### config.mk
export PLATFORM = sky130hd
export DESIGN_NAME = angle_reducer
export DESIGN_NICKNAME = d
export VERILOG_FILES = /design/src/rtl/angle_reducer.sv
export SDC_FILE = /design/constraint.sdc
export NUM_CORES = 1
export LEC_CHECK = 0
export ABC_CLOCK_PERIOD_IN_PS = 3500
export CORE_ASPECT_RATIO = 2
export CORE_UTILIZATION = 37
export CTS_CLUSTER_DIAMETER = 100
export DETAILED_ROUTE_END_ITERATION = 10
export SKIP_LAST_GASP = 1
export SYNTH_ARGS = -nofsm -noshare
export SYNTH_HDL_FRONTEND = slang
export SYNTH_SLANG_ARGS = --single-unit
### constraint.sdc
create_clock -name clk -period 3.5 [get_ports clk]
set_input_delay 0.35 -clock clk [delete_from_list [all_inputs] [get_ports clk]]
set_output_delay 0.35 -clock clk [all_outputs]
set_load 0.02 [all_outputs]
### src/rtl/angle_reducer.sv
// Reduces an unsigned degree angle to a quadrant and a 0..90 reference angle
// by repeated subtraction of 360. Results are held until the next done pulse.
module angle_reducer #(
  parameter int unsigned DATA_WIDTH = 32
) (
  input  logic                  clk,
  input  logic                  reset_n,
  input  logic                  start,
  input  logic [DATA_WIDTH-1:0] angle_in,
  output logic                  busy,
  output logic                  done,
  output logic                  en_secant,
  output logic [1:0]            quadrant,
  output logic [DATA_WIDTH-1:0] angle_out
);

  localparam logic [DATA_WIDTH-1:0] DEG_90  = DATA_WIDTH'(90);
  localparam logic [DATA_WIDTH-1:0] DEG_180 = DATA_WIDTH'(180);
  localparam logic [DATA_WIDTH-1:0] DEG_270 = DATA_WIDTH'(270);
  localparam logic [DATA_WIDTH-1:0] DEG_360 = DATA_WIDTH'(360);

  typedef enum logic [1:0] {
    IDLE = 2'd0,
    MOD  = 2'd1,
    DONE = 2'd2
  } state_t;

  state_t                state_q;
  state_t                state_d;
  logic [DATA_WIDTH-1:0] r_q;
  logic [DATA_WIDTH-1:0] r_d;
  logic                  done_d;
  logic [1:0]            quad_d;
  logic [DATA_WIDTH-1:0] out_d;

  // State, working register and registered outputs
  always_ff @(posedge clk or negedge reset_n) begin
    if (!reset_n) begin
      state_q   <= IDLE;
      r_q       <= '0;
      busy      <= 1'b0;
      done      <= 1'b0;
      en_secant <= 1'b0;
      quadrant  <= 2'd0;
      angle_out <= '0;
    end else begin
      state_q   <= state_d;
      r_q       <= r_d;
      busy      <= (state_d != IDLE);
      done      <= done_d;
      en_secant <= done_d;
      if (done_d) begin
        quadrant  <= quad_d;
        angle_out <= out_d;
      end
    end
  end

  // Next state and working-register update
  always_comb begin
    state_d = state_q;
    r_d     = r_q;
    unique case (state_q)
      IDLE: begin
        if (start) begin
          r_d     = angle_in;
          state_d = MOD;
        end
      end
      MOD: begin
        if (r_q >= DEG_360) begin
          r_d = r_q - DEG_360;
        end else begin
          state_d = DONE;
        end
      end
      DONE: begin
        state_d = IDLE;
      end
      default: begin
        state_d = IDLE;
      end
    endcase
  end

  // Quadrant / reference-angle mapping of the reduced angle and done strobe
  always_comb begin
    done_d = (state_q == MOD) && (r_q < DEG_360);
    quad_d = 2'd0;
    out_d  = r_q;
    if (r_q < DEG_90) begin
      quad_d = 2'd0;
      out_d  = r_q;
    end else if (r_q < DEG_180) begin
      quad_d = 2'd1;
      out_d  = DEG_180 - r_q;
    end else if (r_q < DEG_270) begin
      quad_d = 2'd2;
      out_d  = r_q - DEG_180;
    end else begin
      quad_d = 2'd3;
      out_d  = DEG_360 - r_q;
    end
  end

endmodule

==> results of run 1 <==
-- power groups by stage --
stage	clock [mW]	combinational, mW	sequential [mW]
after detailed placement	0	1.00	1.17
after floorplan	0	0.800	1.04
after global placement	0	0.996	1.16
after CTS	0.989	1.01	1.15
after global routing	1.03	1.12	1.19
final	0.961	1.01	1.16
-- cell usage in the layout (no fill, tap or decap), types with 3 or more instances in the layout --
master,n
a211oi_1,4
a21oi_1,29
a21oi_2,11
a22oi_1,4
a2bb2oi_1,6
a31oi_1,5
and2_1,3
buf_4,16
clkbuf_16,9
clkdlybuf4s50_1,70
dfrtp_1,70
ha_1,11
inv_1,9
inv_8,3
nand2_1,82
nand2b_1,3
nand3_1,11
nand4_1,3
nor2_1,25
nor3_1,15
nor4_1,14
o211ai_1,4
o21a_1,6
o21ai_0,46
o21ai_1,7
o22ai_1,10
o2bb2ai_1,3
or3_1,4
xnor2_1,6
-- logic make-up (layout without fill, tap and decap cells) --
logic type,after synthesis,in the layout,share of synthesized area [%]
compound gates,160,160,25.7
xor+xnor,7,7,1.47
fa+ha+maj,11,11,3.30
buf+inv,45,113,5.73
flops,70,70,42.0
mux,1,1,0.240
simple gates,180,180,21.6
-- cell type report --
cell class	instances	area (um^2)
Clock buffer	9	225
Sequential cell	70	1750
Inverter	10	40.0
Timing Repair Buffer	87	826
Fill cell	1099	5660
Tap cell	140	175
Multi-Input combinational cell	359	2180
Clock inverter	7	88.8
-- cells in the mapped netlist, types with 3 or more instances --
cell type	number	share of area, %
o2bb2ai_1	3	0.63
a2bb2oi_1	6	1.3
dfrtp_1	70	42
nor2_1	25	2.2
buf_2	5	0.60
or3_1	4	0.60
and2_1	3	0.45
buf_6	5	1.3
a21oi_2	11	2.3
nand4_1	3	0.45
clkbuf_1	22	2.0
nor3_1	15	1.8
nand2b_1	3	0.45
nor4_1	14	2.1
nand2_1	82	7.4
o21ai_0	46	5.5
inv_1	9	0.81
ha_1	11	3.3
a31oi_1	5	0.75
a22oi_1	4	0.72
o21a_1	6	1.1
o21ai_1	7	0.84
o211ai_1	4	0.72
nand3_1	11	1.3
a211oi_1	4	0.72
a21oi_1	29	3.5
xnor2_1	6	1.3
o22ai_1	10	1.5
-- flip-flops by register name, indices dropped and copies added (netlist names) --
name	cells
quadrant	2
busy	1
r_q	32
state_q	2
en_secant	1
angle_out	32
-- path summary, 6_finish.rpt --
path	startpoint	end	slack, ns	cells after the start
setup / recovery	r_q[4]	r_q[29]	0.75	8
hold / removal	reset_n	angle_out[17]	0.14	1
setup reg to reg	r_q[4]	r_q[29]	0.75	8
hold reg to reg	angle_out[27]	angle_out[27]	0.46	2
max in group asynchronous	reset_n	r_q[9]	2.30	3
min in group clk	angle_out[27]	angle_out[27]	0.46	2
-- routing by layer --
| metal | GRT usage, % | vias to the layer above | routed length (um) |
|---|---|---|---|
| met5 | 0 | - | 0 |
| met4 | 10.2 | 0 | 405 |
| met3 | 2.93 | 28 | 381 |
| met2 | 41.3 | 114 | 6790 |
| met1 | 24.0 | 1816 | 4520 |
| li1 | - | 1847 | - |
-- metrics by stage --
stage	hold WS, ns	cells
2_1_floorplan	0.0544	474
3_3_place_gp	0.448	666
3_5_place_dp	0.455	666
4_1_cts	0.177	682
5_1_grt	0.220	682
6_report	0.140	682
==> impl_metrics.json, run 1 <==
{
  "dpl_cell_area_mm2": 0.00498,
  "power.total_mw": 3.13,
  "fmax_mhz": 363,
  "power_switching_mw": 1.20,
  "synth_fp_nets": 520,
  "ant_nets": 0,
  "firstDrtPassIters": 5,
  "worstSkewPairLatency_ns": 0.34,
  "hold_path.class": "in -> async",
  "grt_remaining_overflow": 0,
  "ys.flop_type": "dfrtp_1",
  "start_util_pct": 38.1,
  "synth_cell_types": 67,
  "endpoint_kind": "flip-flop",
  "cts_resized": 0,
  "syn_area_mm2": 0.00417,
  "drt-initial-drc-count": 190,
  "dp_hpwl_um": 9020,
  "fp.dieH_um": 152,
  "vias_per_cell": 5.58,
  "dp_worst_setup_slack_ns": 0.754,
  "die_w_um": 77.1,
  "syn_area_per_cell_um2": 8.80,
  "first_global_vias": 3687,
  "synth_seq_area_share_pct": 42.0,
  "cts_buffer_depth": 2,
  "dieArea_mm2": 0.0117,
  "insertedDiodeCount": 0,
  "worst_path_largest_cell_delay_ns": 0.53,
  "start_kind": "flip-flop",
  "synth-edff-count": 0,
  "hold_viol_final": 0,
  "root_buffer": "clkbuf_16",
  "arrival_ns": 2.98,
  "grt_usage_pct": 22.1,
  "setup_viol": 0,
  "worst-path-buf-inv": 1,
  "slowest_stage": "dfrtp_1",
  "power.share.switching_pct": 38.3,
  "power_density_mw_per_mm2": 592,
  "grt_pass1_wl_um": 19900,
  "clockPowerShare_pct": 30.7,
  "via_count": 3805,
  "numPortBuffers": 71,
  "status": "finished clean",
  "crit_type": "reg -> reg",
  "grt_max_degree": 52,
  "place_congestion": 0.993,
  "cts_setup_buffers": 0,
  "cp_top_family": "simple AND/OR/NAND/NOR gates",
  "cts-htree-levels": 3,
  "drive_gt1_share_pct": 11.1,
  "fin_crit_ns": 2.75,
  "worst_ir_drop_vdd_uv": 293,
  "crit_required_ns": 3.72,
  "numCtsBuffers": 9,
  "drt_wl_total_um": 12100,
  "antenna_found_initial": 0,
  "core_mm2": 0.0109,
  "path_cells": "inv_1, ha_1, and3b_1, o21ai_0, nand3_1, or3_1, o22ai_1, a2bb2oi_2",
  "skew_ns": 0.0132,
  "ys_ff_latch": 70,
  "max_slew_margin_pct": 37.9,
  "cts_tree": "done",
  "synthToLayoutAreaGrowth_pct": 26.8,
  "postSynthCellCount": 474,
  "min_period_over_period_pct": 78.7,
  "internal_power_mw": 1.93,
  "postLayoutCellArea_mm2": 0.00529,
  "worst_pin_slew_ns": 0.931,
  "io_pins": 72,
  "ys_warn_count": 0,
  "wl_per_cell_um": 17.7,
  "setup_tns_ns": 0,
  "seqPwrFrac_pct": 37.1,
  "clock_sinks": 70,
  "maxCapViolCount": 0,
  "slew_violations": 0,
  "leakagePower_nw": 2.25,
  "clk_pin_slew_ns": 0.07,
  "rsz0062_at_grt": "false",
  "cts-hold-fix-buffers": 0,
  "crit_path_max_fanout": 13,
  "async_flop_share_pct": 100,
  "fin_ws_ns": 0.745,
  "rows": 54,
  "drc": 0,
  "final_core_util_pct": 48.3,
  "p_comb_share_pct": 32.2,
  "fin_nets": 583
}
(Power assumes the default switching activity.)
==> run 2, diff against run 1 <==
- ABC_CLOCK_PERIOD_IN_PS: 3500 -> 2600
- clock period: 3.5 -> 2.6 ns (I/O delays scaled with it)
==> run 2 against run 1 <==
Compared with the run above: routed wire length grew 5.2%; final cell count grew 6.9%; critical path type unchanged; clock power grew 33%; clock skew shrank 0.0016 ns; global-route usage grew 0.52 points; via count grew 6.3%; cell area grew 8.3%; worst hold slack gained 0.33 ns; first-iteration DRC count shrank 33%; largest power group is now combinational cells.
==> impl_metrics.json, run 2 (synthesized netlist as in run 1, its figures left out) <==
{
  "worst_ir_drop_vdd_uv": 474,
  "rows": 54,
  "cts_tree": "done",
  "crit_type": "reg -> reg",
  "endpoint_kind": "flip-flop",
  "wl_per_cell_um": 17.5,
  "drive_gt1_share_pct": 19.0,
  "antenna_found_initial": 0,
  "mostFrequentLayoutCell": "nand2_1",
  "setup_tns_ns": 0,
  "worst_pin_slew_ns": 0.654,
  "power.share.switching_pct": 37.6,
  "grt_usage_pct": 22.6,
  "first_global_vias": 3964,
  "start_util_pct": 38.1,
  "arrival_ns": 2.81,
  "hold_path.class": "reg -> reg",
  "hold_viol_final": 0,
  "synthToLayoutAreaGrowth_pct": 37.3,
  "vias_per_cell": 5.55,
  "crit_required_ns": 2.82,
  "leakagePower_nw": 2.49,
  "slew_violations": 0,
  "power_switching_mw": 1.69,
  "worst_path_largest_cell_delay_ns": 0.55,
  "dp_hpwl_um": 9620,
  "grt_pass1_wl_um": 20600,
  "slowest_stage": "or4_4",
  "clockPowerShare_pct": 28.4,
  "dpl_cell_area_mm2": 0.00526,
  "crit_path_max_fanout": 7,
  "drc": 0,
  "cts_buffer_depth": 2,
  "internal_power_mw": 2.81,
  "stdcell_count": 729,
  "setup_viol": 0,
  "maxCapViolCount": 0,
  "min_period_over_period_pct": 99.8,
  "rsz0062_at_grt": "true",
  "postLayoutCellArea_mm2": 0.00573,
  "fillers": 1069,
  "top_regs": "angle_out x32, r_q x32",
  "via_count": 4044,
  "grt_max_degree": 43,
  "drt_wl_total_um": 12700,
  "dp.cells": 702,
  "p_comb_share_pct": 38.7,
  "fin_crit_ns": 2.59,
  "core_mm2": 0.0109,
  "firstDrtPassIters": 4,
  "io_pins": 72,
  "multi_input_area_mm2": 0.00223,
  "fp.dieH_um": 152,
  "max_slew_margin_pct": 56.4,
  "cts-htree-levels": 3,
  "final_core_util_pct": 52.3,
  "dieArea_mm2": 0.0117,
  "insertedDiodeCount": 0,
  "power_density_mw_per_mm2": 786,
  "place_congestion": 0.865,
  "status": "finished clean",
  "grt_remaining_overflow": 0,
  "die_w_um": 77.1,
  "seqPwrFrac_pct": 32.9,
  "numCtsBuffers": 9,
  "start_kind": "flip-flop",
  "fin_nets": 630,
  "fin_ws_ns": 0.00558,
  "path_cells": "or4_4, buf_6, nor4_4, nand4_2, o31ai_4, clkinv_4, buf_12, buf_12, a21oi_2, a21oi_2",
  "seqCellArea_mm2": 0.00175,
  "layout_common_cells": "nand2_1, dfrtp_1, clkdlybuf4s50_1",
  "clk_pin_slew_ns": 0.06,
  "skew_ns": 0.0116,
  "worstSkewPairLatency_ns": 0.34,
  "root_buffer": "clkbuf_16",
  "fmax_mhz": 385,
  "drt-initial-drc-count": 128,
  "dp_worst_setup_slack_ns": 0.0458,
  "numPortBuffers": 71,
  "clock_sinks": 70,
  "ant_nets": 0
}
## run 2: cell type report
type | count | area share (%)
clock buffers | 9 | 3.93
clock inverters | 7 | 1.51
inverters | 10 | 0.743
multi-input cells | 359 | 39.0
flip-flops and latches | 70 | 30.6
well taps | 140 | 3.06
repair buffers | 134 | 21.2
## run 2: power by group through the flow
stage | clock [mW] | combinational (mW) | sequential [mW]
floorplan | 0 | 1.08 | 1.40
global route | 1.37 | 1.90 | 1.51
detailed placement | 0 | 1.67 | 1.49
global placement | 0 | 1.66 | 1.48
finish | 1.28 | 1.74 | 1.48
CTS | 1.32 | 1.68 | 1.47
## run 2: path summary, 6_finish.rpt
kind | startpoint | end | slack (ns) | cells past startpoint
max | r_q[13] | r_q[22] | 0.006 | 10
min | angle_out[27] | angle_out[27] | 0.47 | 2
max reg2reg | r_q[13] | r_q[22] | 0.006 | 10
min reg2reg | angle_out[27] | angle_out[27] | 0.47 | 2
max in group asynchronous | reset_n | r_q[5] | 1.72 | 3
min in group asynchronous | reset_n | angle_out[9] | 0.51 | 3
## run 2: repair_timing
action / 4_1_cts / 5_1_grt
hold endpoints to repair: 50 / 0
gates resized for setup: 0 / 14
setup buffers: 0 / 10
setup endpoints to repair: 0 / 37
hold buffers: 1 / 0
## run 2: layer usage
metal | up-vias | track usage [%] | share of wire (%)
met4 | 0 | 12.0 | 5.1
met5 | - | 0 | 0
met1 | 1943 | 23.8 | 38
met2 | 107 | 42.2 | 54
li1 | 1953 | - | -
met3 | 41 | 3.29 | 2.8
## run 2: worst max-delay path, delay by kind of cell (launching register included)
family | cells | cell delay [ns]
AOI/OAI and AO/OA | 3 | 0.53
DFF | 1 | 0.39
and+or+nand+nor | 3 | 1.03
buffers and inverters | 4 | 0.54
## run 2: stage by stage
step           hold slack (ns)  power, mW
2_1_floorplan          -0.0356       2.48
3_3_place_gp             0.339       3.14
3_5_place_dp             0.342       3.16
4_1_cts                  0.476       4.47
5_1_grt                  0.498       4.78
6_report                 0.468       4.50
